<file path="src/rtl/dmux_1to2_stream.sv">
// Buffered 1-to-2 stream demux: each accepted word is steered by sel_in into
// one of two independent circular-buffer FIFOs that drain through their own handshakes.
module dmux_1to2_stream #(
   parameter  int DATA_W = 8,
   parameter  int DEPTH  = 4,
   localparam int CNT_W  = $clog2(DEPTH) + 1
) (
   input  logic              clk_in,
   input  logic              rst_n_in,
   input  logic [DATA_W-1:0] d_in,
   input  logic              sel_in,
   input  logic              valid_in,
   output logic              ready_out,
   output logic [DATA_W-1:0] y0_out,
   output logic              y0_valid_out,
   input  logic              y0_ready_in,
   output logic [DATA_W-1:0] y1_out,
   output logic              y1_valid_out,
   input  logic              y1_ready_in,
   output logic [CNT_W-1:0]  cnt0_out,
   output logic [CNT_W-1:0]  cnt1_out
);

   localparam int PTR_W = $clog2(DEPTH);
   localparam logic [CNT_W-1:0] FULL_CNT = CNT_W'(DEPTH);

   logic [DATA_W-1:0] mem_q [2][DEPTH];
   logic [DATA_W-1:0] mem_d [2][DEPTH];
   logic [PTR_W-1:0]  wr_q [2];
   logic [PTR_W-1:0]  wr_d [2];
   logic [PTR_W-1:0]  rd_q [2];
   logic [PTR_W-1:0]  rd_d [2];
   logic [CNT_W-1:0]  cnt_q [2];
   logic [CNT_W-1:0]  cnt_d [2];
   logic [1:0]        push;
   logic [1:0]        pop;
   logic [1:0]        not_empty;

   // Full FIFO stays closed even when it pops this cycle: ready never depends on y*_ready_in.
   assign ready_out = sel_in ? (cnt_q[1] != FULL_CNT) : (cnt_q[0] != FULL_CNT);

   assign not_empty[0] = (cnt_q[0] != '0);
   assign not_empty[1] = (cnt_q[1] != '0);

   assign push[0] = valid_in & ready_out & ~sel_in;
   assign push[1] = valid_in & ready_out &  sel_in;
   assign pop[0]  = not_empty[0] & y0_ready_in;
   assign pop[1]  = not_empty[1] & y1_ready_in;

   always_comb begin
      mem_d = mem_q;
      wr_d  = wr_q;
      rd_d  = rd_q;
      cnt_d = cnt_q;
      for (int k = 0; k < 2; k++) begin
         if (push[k]) begin
            mem_d[k][wr_q[k]] = d_in;
            wr_d[k]           = wr_q[k] + PTR_W'(1);
         end
         if (pop[k]) begin
            rd_d[k] = rd_q[k] + PTR_W'(1);
         end
         case ({push[k], pop[k]})
            2'b10:   cnt_d[k] = cnt_q[k] + CNT_W'(1);
            2'b01:   cnt_d[k] = cnt_q[k] - CNT_W'(1);
            default: cnt_d[k] = cnt_q[k];
         endcase
      end
   end

   always_ff @(posedge clk_in or negedge rst_n_in) begin
      if (!rst_n_in) begin
         for (int k = 0; k < 2; k++) begin
            for (int i = 0; i < DEPTH; i++) begin
               mem_q[k][i] <= '0;
            end
            wr_q[k]  <= '0;
            rd_q[k]  <= '0;
            cnt_q[k] <= '0;
         end
      end else begin
         mem_q <= mem_d;
         wr_q  <= wr_d;
         rd_q  <= rd_d;
         cnt_q <= cnt_d;
      end
   end

   // Heads read straight from registered state; empty outputs are forced to zero.
   assign y0_out       = not_empty[0] ? mem_q[0][rd_q[0]] : '0;
   assign y1_out       = not_empty[1] ? mem_q[1][rd_q[1]] : '0;
   assign y0_valid_out = not_empty[0];
   assign y1_valid_out = not_empty[1];
   assign cnt0_out     = cnt_q[0];
   assign cnt1_out     = cnt_q[1];

endmodule

</file>
<file path="config.mk">
export PLATFORM = sky130hd
export DESIGN_NAME = dmux_1to2_stream
export DESIGN_NICKNAME = d
export VERILOG_FILES = /design/src/rtl/dmux_1to2_stream.sv
export SDC_FILE = /design/constraint.sdc
export NUM_CORES = 1
export LEC_CHECK = 0
export BUFFER_PORTS_ARGS = -buffer_cell sky130_fd_sc_hd__buf_2
export CAP_MARGIN = 10
export CELL_PAD_IN_SITES_DETAIL_PLACEMENT = 2
export CELL_PAD_IN_SITES_GLOBAL_PLACEMENT = 2
export CORE_UTILIZATION = 42
export DETAILED_ROUTE_END_ITERATION = 16
export GPL_TIMING_DRIVEN = 0
export MAX_ROUTING_LAYER = met4
export PLACE_DENSITY = 0.87
export SLEW_MARGIN = 25
export SYNTH_ARGS = -nofsm -noshare
export SYNTH_HDL_FRONTEND = slang
export SYNTH_SLANG_ARGS = --single-unit
</file>
<file path="constraint.sdc">
create_clock -name clk_in -period 2.55 [get_ports clk_in]
set_input_delay 0 -clock clk_in [delete_from_list [all_inputs] [get_ports clk_in]]
set_output_delay 0 -clock clk_in [all_outputs]
set_load 0.01 [all_outputs]
</file>
==> results by group <==
Run status
  – Status: finished, final reports clean

Synth
  – Synth top area share: around 52%
  – Mapped Cells: 248
  – Syn_nets: 274
  – Distinct cell type count after synthesis: 24
  – Count leader, synth: dfrtp_1
  – Top FF cell, synth: dfrtp_1
  – Synth top cells by count: dfrtp_1, mux2_2, and2_1
  – Synth top area cells: dfrtp_1, mux2_2, mux4_2, ha_1, and2_1
  – Sequential fraction of the synthesis area: between 50% and 60%
  – Asr flop ratio synth: 100.0%
  – Yosys reg bits: just under 80
  – Post-synth top area cell: dfrtp_1
  – Synth warnings: 0
  – EDFF count, synth: 0
  – Mean Syn Cell Area: about 15 µm²
  – Netlist Area Pre-Place: approximately 3800 µm²

Placement
  – # port buffers: 37
  – RePlAce Congestion: 0.6883
  – DP HPWL: 6034 µm
  – Post-DP Area: 4098 µm²
  – Pre-CTS WS: roughly 0.15 ns

Floorplanning
  – I/O pin cnt: 39
  – Die area: 9322 µm²
  – Die width: between 90 and 100 µm
  – Core Region: 8678 µm²
  – Row count: 34
  – Initial Utilization: a little over two fifths
  – Die Ht: 96.55 µm

Power
  – Clock power share: 17.2%
  – Int Pwr: about 3900 µW
  – Switching Power: 2096 µW
  – Peak supply drop: 0.4193 mV
  – Switching Fraction: 34.84%
  – Pleak: 0.001935 µW
  – Flop pwr share: 37.7%
  – Share of total power in combinational logic: ~45%
  – PwrDens: 1362 nW/µm²

Clock tree
  – CTS clk-pin slew, worst paths: 0.09 ns
  – Clk buf depth: 2
  – Cts bufs inserted: 9
  – Root Buffer: clkbuf_8
  – CTS Sinks: 78
  – H-Tree Depth: 3
  – Clk_lat worst skew: 0.36 ns
  – CTS tree: done

Timing
  – Fmax: 0.4233 GHz
  – Fin crit period: around 2.4 ns
  – WHS: 0.002678 ns
  – Worst-Margin Slew: 0.8449 ns
  – Final setup vio count: 0
  – Fin. Hold Viols: 0
  – Period utilization: between 90% and 100%
  – Slew margin rel.: 43.37%
  – Final-report max-slew violation count: 0
  – Clk_skew: 0.009409 ns
  – Setup ws final: between 0.15 and 0.2 ns

Worst hold path
  – Hold Path Class: input pin to register
  – Hold Startpoint: d_in[6]

Job
  – Max Cap Viol: 0

Setup path
  – Worst path buffer plus inverter count: 2
  – Worst r2r src: cnt0_out[1]
  – CP endpoint kind: register
  – CP top delay family: simple AND/OR/NAND/NOR gates
  – Crit path kind: register to register
  – Crit. Startpoint: cnt0_out[1]
  – Crit Path Max Fanout: 6
  – Critical Path Max Stage Delay: around 0.46 ns
  – Startpoint types: register
  – Crit path cell chain: nor3b_4 > nor3b_1 > inv_1 > ha_1 > inv_1 > fa_1 > xor2_1 > nor2_1 > xor2_1
  – Slowest-stage cell, CP: dfrtp_1
  – Critical Path RT: 2.82 ns
  – Critical Path AT: 2.63 ns

Cells and area
  – Footprint of the multi-input gates: 1732 µm²
  – Final instance area: 4418 µm²
  – FF/Latch Area: 1952 µm²
  – Syn-to-layout area delta: 17.66%
  – # fillers: 847
  – Final core occ: 50.91%
  – Layout cells sized above 1: 49.04%
  – Final net count: 334
  – N_diodes: 0

Routing
  – Starting DRC count in detailed routing: 48
  – DRT Pass-1 Iters: 4
  – Via count: 2229
  – Total wire length: around 9000 µm
  – Drt wl/cell: about 22 µm
  – Final ANT Viol Nets: 0
  – Via/cell ratio: between 5 and 6
  – DRC viols: 0

Global route
  – Remaining global-route overflow: 0
  – Pin count of the biggest net entering global routing: 48
  – First-pass GRT wire length: 14210 µm
  – Number of global-route vias before repair: 2516
  – Antenna violations before repair: 0
  – All-Layer GR Usage: 22.07%
==> power by group through the flow <==
stage	Sequential, µW	Combinational, µW	Clock [µW]
after detailed placement	2280	2690	0
final	2270	2710	1030
after floorplan	2160	1910	0
after global placement	2200	2500	0
after global routing	2350	3000	1100
after CTS	2270	2740	1050
==> metal layers <==
layer	track usage, %	routed length, µm	up-vias	share of wire, %
met5	-	0	-	0
met4	6.985	97	0	1.1
met3	3.052	153	8	1.7
met2	37.56	4777	34	53
met1	27.28	4007	1187	44
li1	-	-	1000	-
==> logic make-up (layout without fill, tap and decap cells) <==
| group | after synthesis | after routing | synth area share [%] |
|---|---|---|---|
| xor+xnor | 12 | 12 | 2.799 |
| buf+inv | 19 | 83 | 2.066 |
| mux | 84 | 84 | 29.92 |
| compound gates | 1 | 1 | 0.1332 |
| flops | 78 | 78 | 51.98 |
| simple gates | 42 | 42 | 8.698 |
| fa+ha+maj | 12 | 12 | 4.399 |
==> sequential cells by signal, indices dropped and copies added (netlist names) <==
signal and flops:
cnt1_out 3, mem_q 64, rd_q 4, cnt0_out 3
wr_q 4
==> final timing paths <==
| kind | to | cells after the start | slack [ns] |
|---|---|---|---|
| min reg2reg | mem_q[9] | 1 | 0.51 |
| min in group asynchronous | mem_q[61] | 2 | 0.20 |
| min | mem_q[30] | 2 | 0.003 |
| max | cnt0_out[2] | 9 | 0.19 |
| max in group asynchronous | mem_q[63] | 3 | 1.73 |
| max reg2reg | cnt0_out[2] | 9 | 0.19 |
==> cells in the final DEF, fill, tap and decap left out <==
cell type and n:
buf_2 38, ha_1 10, or3_2 1, dfrtp_1 78, nand2_1 5, clkbuf_1 4, nor3b_1 1, bufinv_16 2
nor3_2 4, nor2_1 3, buf_4 5, o21ai_0 1, fa_1 2, clkinv_2 2, inv_1 12, mux4_2 16
and2_1 18, mux2i_1 2, buf_12 1, nand3_1 2, or3_1 1, xor2_1 6, nor3b_4 6, clkbuf_8 9
clkinv_4 2, mux2_2 66, dlygate4sd3_1 8, nand2_2 1, xnor2_1 6
==> final cells by class <==
class,count,area share (%)
flip-flops and latches,78,44.18
multi-input cells,151,39.20
repair buffers,49,7.024
well taps,108,3.059
clock buffers,9,2.804
clock inverters,6,1.982
inverters,12,1.020
plain buffers,7,0.7363
==> repair_timing <==
action                     CTS  global route
hold buffers                 8             0
setup endpoints to repair    0             2
setup buffers                0             3
resized for setup            0             1
hold endpoints to repair    64             0
==> per-stage QoR <==
step / total power, µW / std cells / setup TNS, ns
2_1_floorplan: 4061 / 248 / 0
5_1_grt: 6450 / 420 / -0.006962
3_5_place_dp: 4970 / 394 / 0
6_report: 6017 / 420 / 0
3_3_place_gp: 4708 / 393 / 0
4_1_cts: 6060 / 417 / 0
No activity file was read; power rests on OpenSTA's default activity.
